===== src/rtl/ps2_key_decoder.sv =====
// PS/2 keyboard receiver: synchronizes and filters the raw keyboard lines, frames 11-bit words,
// and turns make/break/extended sequences into one-cycle key events and game action pulses.
// Optional feature: define PS2_PARITY_CHECK_EN to check odd parity and drop frames that fail it.
module ps2_key_decoder #(
    parameter int FILTER_LEN     = 8,
    parameter int TIMEOUT_CYCLES = 100000
) (
    input  logic       CLK,
    input  logic       RST,
    input  logic       PS2Clk,
    input  logic       si,
    output logic [7:0] key_code,
    output logic       key_valid,
    output logic       key_release,
    output logic       key_extended,
    output logic       frame_err,
    output logic       parity_err,
    output logic       act_start,
    output logic       act_up,
    output logic       act_down,
    output logic       act_left,
    output logic       act_right,
    output logic       act_esc,
    output logic       act_pause,
    output logic       act_resume
);

    localparam int FW = $clog2(FILTER_LEN + 1);
    localparam int TW = $clog2(TIMEOUT_CYCLES + 1);

`ifdef PS2_PARITY_CHECK_EN
    localparam bit PARITY_EN = 1'b1;
`else
    localparam bit PARITY_EN = 1'b0;
`endif

    typedef enum logic [1:0] {IDLE, EXT, BRK, EXT_BRK} asm_state_t;

    logic          clk_s1, clk_s2, si_s1, si_s2;
    logic          clk_filt;
    logic [FW-1:0] filt_cnt;
    logic          fall_edge;

    logic [3:0]    bit_cnt;
    logic [9:0]    shreg;
    logic [TW-1:0] wd_cnt;
    logic          stop_edge, start_ok, stop_ok, par_ok, timeout, byte_valid;
    logic [7:0]    rx_byte;

    asm_state_t    state;
    logic          emit_rel, emit_ext;

    // Sync flops idle high so leaving reset never looks like a clock falling edge.
    always_ff @(posedge CLK) begin
        if (RST) begin
            clk_s1   <= 1'b1;
            clk_s2   <= 1'b1;
            si_s1    <= 1'b1;
            si_s2    <= 1'b1;
            clk_filt <= 1'b1;
            filt_cnt <= '0;
        end else begin
            clk_s1 <= PS2Clk;
            clk_s2 <= clk_s1;
            si_s1  <= si;
            si_s2  <= si_s1;
            if (clk_s2 == clk_filt) begin
                filt_cnt <= '0;
            end else if (filt_cnt == FW'(FILTER_LEN - 1)) begin
                clk_filt <= clk_s2;
                filt_cnt <= '0;
            end else begin
                filt_cnt <= filt_cnt + FW'(1);
            end
        end
    end

    assign fall_edge  = clk_filt && !clk_s2 && (filt_cnt == FW'(FILTER_LEN - 1));
    assign stop_edge  = fall_edge && (bit_cnt == 4'd10);
    assign start_ok   = !shreg[0];
    assign stop_ok    = si_s2;
    assign par_ok     = ^shreg[9:1];
    assign rx_byte    = shreg[8:1];
    assign byte_valid = stop_edge && start_ok && stop_ok && (par_ok || !PARITY_EN);
    assign timeout    = (bit_cnt != 4'd0) && !fall_edge && (wd_cnt == TW'(TIMEOUT_CYCLES - 1));

    // Framer and watchdog; the shift register fills from the top so the start bit lands in bit 0.
    always_ff @(posedge CLK) begin
        if (RST) begin
            bit_cnt    <= 4'd0;
            shreg      <= '0;
            wd_cnt     <= '0;
            frame_err  <= 1'b0;
            parity_err <= 1'b0;
        end else begin
            frame_err  <= 1'b0;
            parity_err <= 1'b0;
            if (fall_edge) begin
                wd_cnt <= '0;
                if (bit_cnt == 4'd10) begin
                    bit_cnt    <= 4'd0;
                    frame_err  <= !start_ok || !stop_ok;
                    parity_err <= PARITY_EN && start_ok && stop_ok && !par_ok;
                end else begin
                    bit_cnt <= bit_cnt + 4'd1;
                    shreg   <= {si_s2, shreg[9:1]};
                end
            end else if (timeout) begin
                bit_cnt   <= 4'd0;
                wd_cnt    <= '0;
                frame_err <= 1'b1;
            end else if (bit_cnt != 4'd0) begin
                wd_cnt <= wd_cnt + TW'(1);
            end else begin
                wd_cnt <= '0;
            end
        end
    end

    assign emit_rel = (state == BRK) || (state == EXT_BRK);
    assign emit_ext = (state == EXT) || (state == EXT_BRK);

    // Prefix bytes only move the state; any other byte is emitted with the flags gathered so far.
    always_ff @(posedge CLK) begin
        if (RST) begin
            state        <= IDLE;
            key_code     <= 8'h00;
            key_valid    <= 1'b0;
            key_release  <= 1'b0;
            key_extended <= 1'b0;
            act_start    <= 1'b0;
            act_up       <= 1'b0;
            act_down     <= 1'b0;
            act_left     <= 1'b0;
            act_right    <= 1'b0;
            act_esc      <= 1'b0;
            act_pause    <= 1'b0;
            act_resume   <= 1'b0;
        end else begin
            key_valid  <= 1'b0;
            act_start  <= 1'b0;
            act_up     <= 1'b0;
            act_down   <= 1'b0;
            act_left   <= 1'b0;
            act_right  <= 1'b0;
            act_esc    <= 1'b0;
            act_pause  <= 1'b0;
            act_resume <= 1'b0;
            if (byte_valid) begin
                if (rx_byte == 8'hE0) begin
                    case (state)
                        BRK, EXT_BRK: state <= EXT_BRK;
                        default:      state <= EXT;
                    endcase
                end else if (rx_byte == 8'hF0) begin
                    case (state)
                        EXT, EXT_BRK: state <= EXT_BRK;
                        default:      state <= BRK;
                    endcase
                end else begin
                    state        <= IDLE;
                    key_code     <= rx_byte;
                    key_release  <= emit_rel;
                    key_extended <= emit_ext;
                    key_valid    <= 1'b1;
                    act_start    <= emit_rel && (rx_byte == 8'h1B);
                    act_up       <= emit_rel && (rx_byte == 8'h75);
                    act_down     <= emit_rel && (rx_byte == 8'h72);
                    act_left     <= emit_rel && (rx_byte == 8'h6B);
                    act_right    <= emit_rel && (rx_byte == 8'h74);
                    act_esc      <= emit_rel && (rx_byte == 8'h76);
                    act_pause    <= emit_rel && (rx_byte == 8'h4D);
                    act_resume   <= emit_rel && (rx_byte == 8'h2D);
                end
            end
        end
    end

endmodule

===== config.mk =====
export PLATFORM = sky130hd
export DESIGN_NAME = ps2_key_decoder
export DESIGN_NICKNAME = d
export VERILOG_FILES = /design/src/rtl/ps2_key_decoder.sv
export SDC_FILE = /design/constraint.sdc
export NUM_CORES = 1
export LEC_CHECK = 0
export CORE_MARGIN = 1
export CORE_UTILIZATION = 60
export DETAILED_ROUTE_END_ITERATION = 10
export GPL_ROUTABILITY_DRIVEN = 0
export PLACE_DENSITY = 0.88
export SYNTH_ARGS = -nofsm -noshare
export SYNTH_HDL_FRONTEND = slang
export SYNTH_SLANG_ARGS = --single-unit

===== constraint.sdc =====
create_clock -name CLK -period 4.9 [get_ports CLK]
set_input_delay 0.735 -clock CLK [delete_from_list [all_inputs] [get_ports CLK]]
set_output_delay 0.735 -clock CLK [all_outputs]
set_load 0.05 [all_outputs]

# Yosys cells after proc, flatten, opt, wreduce, memory -nomap -nowiden
# Cells that the tools add are included.
# totals
ff_bits,62
in_bits,4
output_inout_bits,21
elab_cells,93
# classes
addsub,3
eq_ne,17
mux,11
bitwise,6
reduce_logical,33
# ops
cell,count
$eq A8 B7 Y1 const B,6
$add A17 B1 Y17 const B,1
$eq A17 B17 Y1 const B,1
$eq A8 B8 Y1 const B,2
$logic_and A1 B1 Y1,15
$mux W4,3
$add A4 B1 Y4 const B,2
$eq A8 B5 Y1 const B,1
$eq A8 B6 Y1 const B,1
$reduce_or A4 Y1,2
$mux W2,3
$not A1 Y1,6
$reduce_or A3 Y1,2
$mux W1,5
$eq A2 B2 Y1 const B,2
$eq A4 B3 Y1 const B,1
$eq A4 B4 Y1 const B,1
$logic_not A1 Y1,4
$reduce_and A2 Y1,2
$reduce_bool A4 Y1,1
$reduce_or A2 Y1,2
$logic_or A1 B1 Y1,3
$reduce_and A3 Y1,1
$eq A2 B1 Y1 const B,1
2 further kinds,2

# Longest topological paths before layout
# depth
depth_word,8
mapped_depth,8

# Worst setup path before layout
# OpenSTA, ideal clock, no wires.
# synth_timing
path_kind,flip-flop to flip-flop
startpoint,register wd_cnt[5]
endpoint,register bit_cnt[1]
arrival_time_ps,1866
slack_ps,2906
stages_incl_launch_ff,6
synth_period_minus_slack_ps,1994
cell_sequence,dfxtp_1 -> or4_1 -> or4_4 -> o211ai_4 -> buf_8 -> o32ai_2
# synth_via
elab_chain_len,3
# synth_rtl
item,line,rtl
from (decl),46,logic [TW-1:0] wd_cnt;
from (signal assigned),113,wd_cnt <= wd_cnt + TW'(1);
$eq A17 B17 Y1,85,assign timeout = (bit_cnt != 4'd0) && !fall_edge && (wd_cnt == TW'(TIMEOUT_CYCLES - 1));
$logic_and A1 B1 Y1,85,
$reduce_bool A2 Y1 (no source line),--,
to (signal assigned),105,bit_cnt <= bit_cnt + 4'd1;
to (decl),44,logic [3:0] bit_cnt;
# No other way between the ends.
# A chain may end at the register's enable or synchronous reset.

# Final worst setup path
# layout_timing
startpoint,register filt_cnt[0]
endpoint,register key_code[1]
# layout_via
elab_chain_len,6
# layout_rtl
item,line,rtl
from (decl),41,logic [FW-1:0] filt_cnt;
from (signal assigned),73,filt_cnt <= filt_cnt + FW'(1);
$eq A4 B3 Y1,78,assign fall_edge = clk_filt && !clk_s2 && (filt_cnt == FW'(FILTER_LEN - 1));
$logic_and A1 B1 Y1,78,
$logic_and A1 B1 Y1,79,assign stop_edge = fall_edge && (bit_cnt == 4'd10);
$logic_and A1 B1 Y1 (2 in a row),84,assign byte_valid = stop_edge && start_ok && stop_ok && (par_ok || !PARITY_EN);
$reduce_and A3 Y1 (no source line),--,
to (signal assigned),162,key_code <= rx_byte;
to (decl),12,"output logic [7:0] key_code,"
# No other way between the ends.

==> results by group <==
Routing
  • Vias post-DR: 1920
  • Drt pass-1 iters: 4
  • Routed len/inst: roughly 14 um
  • Vias/cell: 5.73
  • Routed WL: 4770 um
  • DRT antenna net count: 0
  • Drt drc: 0
  • Iter 0 DRT Violations: 143

Setup path
  • Reg2reg start: filt_cnt[0]$_SDFF_PP0_
  • RR Endpoint: key_code[1]$_SDFFE_PP0P_
  • R2r setup slk: around 2400 ps
  • Crit Path Class: reg -> reg
  • Worst Setup End Kind: flip-flop
  • WP data arrival: approximately 2700 ps
  • CP Max Fanout: 12
  • CP startpoint kind: flip-flop
  • Worst R2R Path Depth: 5
  • CP Data Required Time: 5130 ps

Clocking
  • Post_cts resized: 0
  • Clock slew at reported path FFs: 70 ps
  • Worst-skew pair later-pin latency: 340 ps
  • CTS tree: done
  • Root Driver: clkbuf_8
  • CTS buffer count: 9
  • H-Tree Depth: 3
  • Setup bufs post-CTS: 0
  • CTS Buffer Depth: 2
  • Post-CTS Hold Fix Bufs: 0
  • Clock Sinks: 62

Timing
  • Final Hold Vio Count: 0
  • Final Cycle Share: between 50% and 60%
  • Worst Max-Slew Pin Slew: about 1000 ps
  • Final setup violation count: 0
  • Final Max Tran Viols: 0
  • Clock Skew: approximately 9.3 ps
  • RSZ-0062 raised after global routing: no
  • Peak Freq: around 0.40 GHz
  • Final min period: 2510 ps
  • Total negative setup slack: 0 ps
  • Slew headroom: 30.8%

Cells and area
  • Final nets: 293
  • # diodes: 0
  • Layout cell share with drive strength beyond 1: 7.67%
  • Area Overhead vs Synth: 17.5%

Synth
  • Post-synth net total: 271
  • Top cells by area, synth: dfxtp_1 50%, nand2_1 4.6%, nor3_1 4.1%
  • Synthesized netlist cell count: 261
  • Synthesized area per cell: 9.44 um^2
  • Area leader, netlist: dfxtp_1
  • Commonest register cell after synthesis: dfxtp_1
  • Count of warnings emitted by yosys: 0
  • Sequential element share of the synthesized area: 50.4%
  • Post-synth cell types: 40
  • Most frequent cell after synthesis: dfxtp_1
  • Synth cell count leaders: 62 x dfxtp_1, 30 x nand2_1, 20 x nor3_1
  • EDFF count, synth: 0
  • Share of the synthesized area in the top cell type: 50.4%
  • Seq cells post-synth: 62
  • Mapped cell area: 2460 um^2
  • Async SR Flop Fraction: 0%

Pwr
  • Overall Power: 991 uW
  • Peak supply drop: approximately 0.25 mV
  • Power Dens Cells: 342 nW/um^2
  • Leak: 0.970 nW

Global route
  • GRT Overall Usage: 24.7%
  • Antenna violations before repair: 0
  • Largest net degree at the start of global routing: 23
  • First-pass GRT wire length: 7830 um
  • Number of global-route vias before repair: 1722
  • Overflow after GRT: 0

Job
  • MaxCap Viol Count: 0

Run status
  • Outcome: completed

Floorplanning
  • FP Rows: 22
  • Starting density of the core: about two thirds
  • Core box area: 3800 um^2
  • Die W: 66.1 um
  • Ports: 25
  • Die ar.: around 4400 um^2
  • Die height: 66.1 um

Worst hold path
  • Worst Min Path Start: clk_s1$_SDFF_PP1_
  • WHS Path Cells: 1
  • Hold crit path type: reg -> reg
  • Hold path endpoint: clk_s2$_SDFF_PP1_

Placed design
  • PortBufs: 23
  • Post-DP HPWL: 3080 um
[power by group]
part / leakage (nW) / switching, mW / internal (mW)
logic: 0.364 / 0.0107 / 0.00495
clock network: 0.106 / 0.189 / 0.281
registers: 0.500 / 0.000489 / 0.506
total: 0.970 / 0.200 / 0.791
[cell usage in the layout (no fill, tap or decap), drive strengths merged, types with 3 or more instances in the layout]
cell type and instances:
xor2 6, nand4 6, nand3b 4, o21ai 3, inv 11, nand2 30, nor2 7, or2 4
nor4 9, dfxtp 62, or4 5, nand3 13, nor2b 6, clkinv 3, nor3b 4, clkdlybuf4s50 23
xnor2 10, a22o 10, ha 6, a21oi 13, clkbuf 10, nor3 20
[metrics by stage]
step	util (%)	cells	hold slack [ps]	cell area [um^2]	worst slack, ps
after floorplan	-	261	389	2460	2910
after global placement	70.9	320	390	2690	2220
final	76.3	335	396	2900	2390
after CTS	76.3	335	399	2900	2400
after global routing	76.3	335	410	2900	2170
after detailed placement	70.9	320	393	2690	2150
[logic make-up (layout without fill, tap and decap cells)]
| family | after synthesis | after routing | share of synthesized area [%] |
|---|---|---|---|
| compound gates | 34 | 34 | 10.3 |
| xor+xnor | 16 | 16 | 5.69 |
| fa+ha+maj | 6 | 6 | 3.05 |
| buf+inv | 23 | 49 | 4.16 |
| flops | 62 | 62 | 50.4 |
| other cells | 1 | 1 | 0.152 |
| simple gates | 119 | 119 | 26.3 |
[layout make-up]
| cell class | instances | area [um^2] |
|---|---|---|
| Clock inverter | 5 | 75.1 |
| Sequential cell | 62 | 1240 |
| Tap cell | 48 | 60.1 |
| Timing Repair Buffer | 23 | 230 |
| Clock buffer | 10 | 128 |
| Multi-Input combinational cell | 176 | 1120 |
| Inverter | 11 | 41.3 |
| Fill cell | 266 | 902 |
[layer usage]
metal	vias up	GRT usage (%)	share of wire (%)
li1	967	-	-
met1	890	30.2	46
met2	54	38.5	47
met3	9	7.59	4.5
met4	0	13.3	1.7
met5	-	0	0
[how the worst max path moves through the flow]
stage,from,end,slack (ps),depth (start not counted)
after global routing,bit_cnt[0]$_SDFFE_PP0P_,bit_cnt[2]$_SDFFE_PP0P_,2170,6
after CTS,bit_cnt[0]$_SDFFE_PP0P_,bit_cnt[2]$_SDFFE_PP0P_,2400,6
after floorplan,wd_cnt[5]$_SDFF_PP0_,bit_cnt[1]$_SDFFE_PP0P_,2910,5
after global placement,RST,key_code[6]$_SDFFE_PP0P_,2220,5
final,filt_cnt[0]$_SDFF_PP0_,key_code[1]$_SDFFE_PP0P_,2390,5
after detailed placement,RST,key_code[3]$_SDFFE_PP0P_,2150,5
[critical path: stages, from the launching register on]
cell and delay, ps:
dfxtp_1 360, ha_1 210, nand4b_1 370, nor3b_1 670, a21oi_1 430, a22o_1 350
[flip-flops by register name (all words and copies together) (netlist names), 2 cells and up]
| signal | count |
|---|---|
| bit_cnt | 4 |
| state | 2 |
| filt_cnt | 4 |
| key_code | 8 |
| shreg | 10 |
| wd_cnt | 17 |
No activity file was read; power rests on OpenSTA's default activity.
